<file path="config.mk">
export PLATFORM = sky130hd
export DESIGN_NAME = exec_sequencer
export DESIGN_NICKNAME = d
export VERILOG_FILES = /design/src/rtl/exec_sequencer.sv
export SDC_FILE = /design/constraint.sdc
export NUM_CORES = 1
export LEC_CHECK = 0
export CORE_ASPECT_RATIO = 0.8
export CORE_MARGIN = 2
export CORE_UTILIZATION = 43
export DETAILED_ROUTE_END_ITERATION = 6
export GPL_TIMING_DRIVEN = 0
export PLACE_DENSITY = 0.84
export SYNTH_ARGS = -nofsm -noshare
export SYNTH_HDL_FRONTEND = slang
export SYNTH_SLANG_ARGS = --single-unit
</file>
<file path="constraint.sdc">
create_clock -name clk -period 2 [get_ports clk]
set_clock_uncertainty 0.05 [all_clocks]
set_input_delay 0.2 -clock clk [delete_from_list [all_inputs] [get_ports clk]]
set_output_delay 0.2 -clock clk [all_outputs]
set_load 0.01 [all_outputs]
</file>
<file path="src/rtl/exec_sequencer.sv">
`default_nettype none
// ============================================================================
//  Module   : exec_sequencer
//  Purpose  : Three-cycle IDLE/EXEC/WB sequencer owning rf write enable, NZP
//             flags and the instruction pointer of the 16-bit EXE datapath.
//             Optional macro PERF_CNT_EN builds the retired-instruction counter.
//  Revision : 1.0  initial release
// ============================================================================
module exec_sequencer #(
  parameter logic [15:0] IP_RESET = 16'h3000,
  parameter int          CNT_W    = 32
) (
  input  logic             clk,
  input  logic             rst_n,
  input  logic             inst_valid,
  output logic             inst_ready,
  input  logic [4:0]       inst_type,
  input  logic [2:0]       inst_nzp,
  input  logic [15:0]      alu_res,
  input  logic [15:0]      target,
  output logic             rf_we,
  output logic             rf_link,
  output logic [2:0]       nzp,
  output logic [15:0]      ip,
  output logic             busy,
  output logic             illegal,
  output logic [CNT_W-1:0] retired_cnt
);

  typedef enum logic [1:0] {
    S_IDLE = 2'd0,
    S_EXEC = 2'd1,
    S_WB   = 2'd2
  } state_t;

  localparam logic [4:0] c_ty_br   = 5'b01001;
  localparam logic [4:0] c_ty_call = 5'b10001;
  localparam logic [4:0] c_ty_ret  = 5'b00000;

  state_t      state_q, state_d;
  logic [4:0]  type_q, type_d;
  logic [2:0]  mask_q, mask_d;
  logic [15:0] ip_q, ip_d;
  logic [2:0]  nzp_q, nzp_d;
  logic        rf_we_q, rf_we_d;
  logic        rf_link_q, rf_link_d;
  logic        illegal_q, illegal_d;
  logic        is_alu, is_call;

  // ALU group is 001xx
  assign is_alu  = (type_q[4:2] == 3'b001);
  assign is_call = (type_q == c_ty_call);

  always_comb begin
    state_d   = state_q;
    type_d    = type_q;
    mask_d    = mask_q;
    ip_d      = ip_q;
    nzp_d     = nzp_q;
    rf_we_d   = 1'b0;
    rf_link_d = 1'b0;
    illegal_d = illegal_q;
    case (state_q)
      S_IDLE: begin
        if (inst_valid) begin
          type_d  = inst_type;
          mask_d  = inst_nzp;
          state_d = S_EXEC;
        end
      end
      S_EXEC: begin
        // write strobe is registered so it is glitch-free for the whole WB cycle
        state_d   = S_WB;
        rf_we_d   = is_alu | is_call;
        rf_link_d = is_call;
      end
      S_WB: begin
        state_d = S_IDLE;
        if (is_alu) begin
          nzp_d = {alu_res[15], alu_res == 16'h0000,
                   ~alu_res[15] & (alu_res != 16'h0000)};
          ip_d  = ip_q + 16'd1;
        end else if (type_q == c_ty_br) begin
          ip_d = (|(mask_q & nzp_q)) ? target : ip_q + 16'd1;
        end else if (is_call || type_q == c_ty_ret) begin
          ip_d = target;
        end else begin
          ip_d      = ip_q + 16'd1;
          illegal_d = 1'b1;
        end
      end
      default: state_d = S_IDLE;
    endcase
  end

  always_ff @(posedge clk or negedge rst_n) begin
    if (!rst_n) begin
      state_q   <= S_IDLE;
      type_q    <= 5'd0;
      mask_q    <= 3'd0;
      ip_q      <= IP_RESET;
      nzp_q     <= 3'b010;
      rf_we_q   <= 1'b0;
      rf_link_q <= 1'b0;
      illegal_q <= 1'b0;
    end else begin
      state_q   <= state_d;
      type_q    <= type_d;
      mask_q    <= mask_d;
      ip_q      <= ip_d;
      nzp_q     <= nzp_d;
      rf_we_q   <= rf_we_d;
      rf_link_q <= rf_link_d;
      illegal_q <= illegal_d;
    end
  end

`ifdef PERF_CNT_EN
  logic [CNT_W-1:0] cnt_q, cnt_d;

  always_comb begin
    cnt_d = cnt_q;
    if (state_q == S_WB) cnt_d = cnt_q + {{(CNT_W-1){1'b0}}, 1'b1};
  end

  always_ff @(posedge clk or negedge rst_n) begin
    if (!rst_n) cnt_q <= '0;
    else        cnt_q <= cnt_d;
  end

  assign retired_cnt = cnt_q;
`else
  assign retired_cnt = '0;
`endif

  assign inst_ready = (state_q == S_IDLE);
  assign busy       = (state_q != S_IDLE);
  assign rf_we      = rf_we_q;
  assign rf_link    = rf_link_q;
  assign nzp        = nzp_q;
  assign ip         = ip_q;
  assign illegal    = illegal_q;

endmodule
`default_nettype wire

</file>
==> flow_results.xml <==
<?xml version="1.0" encoding="UTF-8"?>
<metrics>
  <group name="route">
    <metric name="drt_iter0_markers" unit="">171</metric>
    <metric name="count_of_tritonroute_iterations_in_the_first_routing_pass" unit="">5</metric>
    <metric name="routed_via_density" unit="">5.311</metric>
    <metric name="vias" unit="">2204</metric>
    <metric name="antenna_violating_nets_post_route" unit="">0</metric>
    <metric name="drt_drc_violations_left" unit="">0</metric>
    <metric name="routedWlPerCell" unit="µm">14.57</metric>
    <metric name="routed_wirelength" unit="mm">6.046</metric>
  </group>
  <group name="layout">
    <metric name="area_growth" unit="%">42.84</metric>
    <metric name="share_of_cells_above_drive_strength_1" unit="%">17.56</metric>
    <metric name="insertedDiodeCount" unit="">0</metric>
    <metric name="finalNetCount" unit="">396</metric>
  </group>
  <group name="timing">
    <metric name="slew-limit-headroom" unit="%">50.80</metric>
    <metric name="fin_crit" unit="ps">1884</metric>
    <metric name="rsz0062_at_grt" unit="">no</metric>
    <metric name="fmax" unit="MHz">530.8</metric>
    <metric name="tns" unit="ps">0</metric>
    <metric name="final-hold-violation-count" unit="">0</metric>
    <metric name="report.final.setup_viol" unit="">0</metric>
    <metric name="timing.final.max_slew_violations" unit="">0</metric>
    <metric name="worst_tran_pin_value" unit="ps">738.1</metric>
    <metric name="fin_hold_ws" unit="ps">416.3</metric>
    <metric name="timing.final.crit_share" unit="%">94.19</metric>
  </group>
  <group name="pwr">
    <metric name="switching_share" unit="%">37.57</metric>
    <metric name="combinationalPowerShare" unit="%">45.6</metric>
    <metric name="power.share.clock" unit="%">20.8</metric>
    <metric name="switching_power" unit="mW">1.034</metric>
    <metric name="share_seq_of_total_power" unit="%">33.6</metric>
    <metric name="power_density" unit="nW/µm²">851.0</metric>
    <metric name="worst_ir_drop_vdd" unit="mV">0.5551</metric>
    <metric name="leakagePower" unit="nW">1.351</metric>
    <metric name="internal_power" unit="mW">1.718</metric>
  </group>
  <group name="logic_synthesis">
    <metric name="yosys-top-cells-area" unit="">sky130_fd_sc_hd__dfrtp_1 32%, sky130_fd_sc_hd__buf_4 11%, sky130_fd_sc_hd__mux2_1 4.5%, sky130_fd_sc_hd__dfstp_2 3.5%, sky130_fd_sc_hd__nand4_1 3.0%</metric>
    <metric name="synth-seq-cells" unit="">32</metric>
    <metric name="synth.most_common_cell" unit="">sky130_fd_sc_hd__buf_4</metric>
    <metric name="synth_edf_count" unit="">0</metric>
    <metric name="netlist-cell-type-count" unit="">63</metric>
    <metric name="yosys_most_used_dff" unit="">sky130_fd_sc_hd__dfrtp_1</metric>
    <metric name="async_set_reset_flop_share_out_of_synthesis" unit="%">100.0</metric>
    <metric name="yosys.area.top_type" unit="">sky130_fd_sc_hd__dfrtp_1</metric>
    <metric name="yosysSeqAreaShare" unit="%">35.54</metric>
    <metric name="netlist_area" unit="µm²">2263</metric>
    <metric name="netlist_instances" unit="">246</metric>
    <metric name="yosysWarnings" unit="">0</metric>
    <metric name="netlist_top_cells_count" unit="">32 x sky130_fd_sc_hd__buf_4, 29 x sky130_fd_sc_hd__dfrtp_1, 16 x sky130_fd_sc_hd__nand2_1, 15 x sky130_fd_sc_hd__nor2_1</metric>
    <metric name="synth.top_cell.area_share" unit="%">32.06</metric>
    <metric name="syn_avg_cell_area" unit="µm²">9.201</metric>
  </group>
  <group name="worst_hold_path">
    <metric name="holdCritStartpoint" unit="">illegal$_DFFE_PN0P_</metric>
    <metric name="hold_path_class" unit="">reg2reg</metric>
  </group>
  <group name="setup_path">
    <metric name="critical_path.slowest_cell" unit="">sky130_fd_sc_hd__dfstp_2</metric>
    <metric name="timing.critical_path.buf_inv" unit="">1</metric>
    <metric name="worst_setup_path_start_kind" unit="">flop</metric>
    <metric name="path_cells" unit="">a222oi_1 -&gt; buf_4 -&gt; o211ai_2 -&gt; nand2_1 -&gt; o311a_1</metric>
    <metric name="reg2reg_from" unit="">nzp[1]$_DFFE_PN1P_</metric>
    <metric name="cp-end-kind" unit="">flop</metric>
    <metric name="timing.critical_path.from" unit="">nzp[1]$_DFFE_PN1P_</metric>
    <metric name="critPathTopFamily" unit="">compound AO/OA/AOI/OAI gates</metric>
    <metric name="worstPathArrival" unit="ps">2010</metric>
    <metric name="critical_path_peak_fanout" unit="">8</metric>
    <metric name="critPathRequiredTime" unit="ps">2120</metric>
    <metric name="critPathKind" unit="">reg2reg</metric>
    <metric name="cpPeakStageDelay" unit="ps">540</metric>
  </group>
  <group name="die">
    <metric name="die_y" unit="µm">68.89</metric>
    <metric name="row_count" unit="">23</metric>
    <metric name="placeableCoreArea" unit="µm²">5036</metric>
    <metric name="floorplan.io_pins" unit="">99</metric>
    <metric name="floorplan.die.width" unit="µm">85.12</metric>
    <metric name="initial_core_util" unit="%">44.94</metric>
    <metric name="floorplan.die_area" unit="µm²">5864</metric>
  </group>
  <group name="flow_run">
    <metric name="max_cap_violations" unit="">0</metric>
  </group>
  <group name="clock_network">
    <metric name="cts_max_path_buffers" unit="">2</metric>
    <metric name="htree_levels" unit="">2</metric>
    <metric name="clock_tree.root_cell" unit="">sky130_fd_sc_hd__clkbuf_8</metric>
    <metric name="insertion_delay" unit="ps">290</metric>
    <metric name="numCtsBuffers" unit="">5</metric>
    <metric name="cts.sink_count" unit="">32</metric>
    <metric name="cts.reportedPaths.clkPinSlew" unit="ps">70</metric>
    <metric name="clock_tree_from_tritoncts" unit="">built</metric>
  </group>
  <group name="place">
    <metric name="port_buffers" unit="">66</metric>
    <metric name="finalWeightedCongestion" unit="">0.8965</metric>
    <metric name="place.detailed.hpwl" unit="mm">4.554</metric>
  </group>
  <group name="global_route">
    <metric name="number_of_global_route_vias_before_repair" unit="">1968</metric>
    <metric name="grt_start_max_net_pins" unit="">33</metric>
    <metric name="gr-total-overflow" unit="">0</metric>
    <metric name="grt_antenna_before_repair" unit="">0</metric>
    <metric name="gr-usage-all-layers" unit="%">20.66</metric>
    <metric name="wire_length_of_the_first_global_routing_pass" unit="mm">9.494</metric>
  </group>
  <group name="run_status">
    <metric name="outcome" unit="">completed</metric>
  </group>
</metrics>
cells in the final DEF, fill, tap and decap left out, types with 2 or more instances in the layout:
master,synthesis,layout
sky130_fd_sc_hd__clkdlybuf4s50_1,0,65
sky130_fd_sc_hd__buf_4,32,33
sky130_fd_sc_hd__conb_1,1,32
sky130_fd_sc_hd__dfrtp_1,29,29
sky130_fd_sc_hd__nand2_1,16,16
sky130_fd_sc_hd__nor2_1,15,15
sky130_fd_sc_hd__nand3_1,11,11
sky130_fd_sc_hd__nand4_1,11,11
sky130_fd_sc_hd__nor3_1,9,9
sky130_fd_sc_hd__mux2_1,9,9
sky130_fd_sc_hd__nor4_1,8,8
sky130_fd_sc_hd__clkbuf_1,8,7
sky130_fd_sc_hd__clkbuf_8,0,7
sky130_fd_sc_hd__buf_2,5,6
sky130_fd_sc_hd__nand2b_1,5,5
sky130_fd_sc_hd__and3_1,5,5
sky130_fd_sc_hd__buf_6,4,4
sky130_fd_sc_hd__nand3b_1,4,4
sky130_fd_sc_hd__o22ai_1,4,4
sky130_fd_sc_hd__and2_1,4,4
sky130_fd_sc_hd__clkbuf_2,1,3
sky130_fd_sc_hd__o31ai_1,3,3
sky130_fd_sc_hd__a221oi_1,3,3
sky130_fd_sc_hd__a2111oi_1,3,3
sky130_fd_sc_hd__a311o_1,3,3
sky130_fd_sc_hd__dfstp_2,3,3
sky130_fd_sc_hd__or2_1,2,2
sky130_fd_sc_hd__nor3b_1,2,2
sky130_fd_sc_hd__a31oi_1,2,2
sky130_fd_sc_hd__nor2b_1,2,2
sky130_fd_sc_hd__a2111oi_2,2,2
sky130_fd_sc_hd__a21oi_1,2,2
sky130_fd_sc_hd__inv_1,2,2
sky130_fd_sc_hd__a41oi_1,2,2
sky130_fd_sc_hd__o211ai_1,2,2
sky130_fd_sc_hd__a31o_1,2,2
sky130_fd_sc_hd__o2111a_1,2,2
final cells by class:
| type | instances | area [µm²] |
|---|---|---|
| Timing Repair Buffer | 68 | 673.1 |
| Tap cell | 62 | 77.57 |
| Multi-Input combinational cell | 191 | 1215 |
| Sequential cell | 32 | 804.5 |
| Clock buffer | 8 | 100.1 |
| Fill cell | 417 | 1803 |
| Buffer | 51 | 351.6 |
| Inverter | 3 | 11.26 |
timing repair:
action                                 in CTS  in global routing
setup endpoints to repair                   0                 13
gates resized for setup                     0                  4
endpoints found under the hold margin      29                  0
hold buffers                                1                  0
setup buffers                               0                  1
final timing paths:
path / cells after the start / slack (ps) / end
setup / recovery: 5 / 120 / ip[6]$_DFFE_PN0N_
hold / removal: 1 / 420 / illegal$_DFFE_PN0P_
setup reg to reg: 5 / 120 / ip[6]$_DFFE_PN0N_
hold reg to reg: 1 / 420 / illegal$_DFFE_PN0P_
max in group asynchronous: 2 / 970 / type_q[1]$_DFFE_PN0P_
min in group asynchronous: 2 / 460 / state_q[0]$_DFFE_PN0P_
power groups by stage:
stage / Sequential [mW] / Combinational [mW] / Clock, mW
after detailed placement: 0.932 / 1.22 / 0
final: 0.925 / 1.25 / 0.571
after global routing: 0.950 / 1.36 / 0.608
after CTS: 0.922 / 1.23 / 0.575
after global placement: 0.925 / 1.19 / 0
after floorplan: 0.938 / 0.747 / 0
metrics by stage:
step	cells	area, µm²	util, %	setup WS (ps)	power, mW
2_1_floorplan	277	2380	-	297.8	1.685
3_3_place_gp	405	3118	61.91	38.69	2.118
3_5_place_dp	405	3113	61.81	32.74	2.154
4_1_cts	414	3223	64.00	9.113	2.724
5_1_grt	415	3233	64.20	15.44	2.917
6_report	415	3233	64.20	116.1	2.751
routing by layer:
layer | share of wire (%) | GRT usage (%) | vias to the layer above
li1 | - | - | 1073
met2 | 47 | 33.40 | 90
met5 | 0 | 0 | -
met1 | 45 | 28.86 | 1037
met3 | 7.5 | 3.810 | 4
met4 | 0.36 | 5.357 | 0
cell families after synthesis:
logic type	count (synthesis)	share of synthesized area [%]
AND/OR/NAND/NOR	101	24.43
flip-flops	32	35.54
buffers and inverters	54	15.92
other	1	0.1657
XOR/XNOR	1	0.3870
adder cells (fa/ha/maj)	1	0.5527
AO/OA/AOI/OAI	47	18.52
multiplexers	9	4.478
registers in the layout (all words and copies together), names as in the netlist:
signal	count
ip	16
type_q	5
mask_q	3
nzp	3
state_q	2
illegal	1
rf_link	1
rf_we	1
No activity file was read; power rests on OpenSTA's default activity.
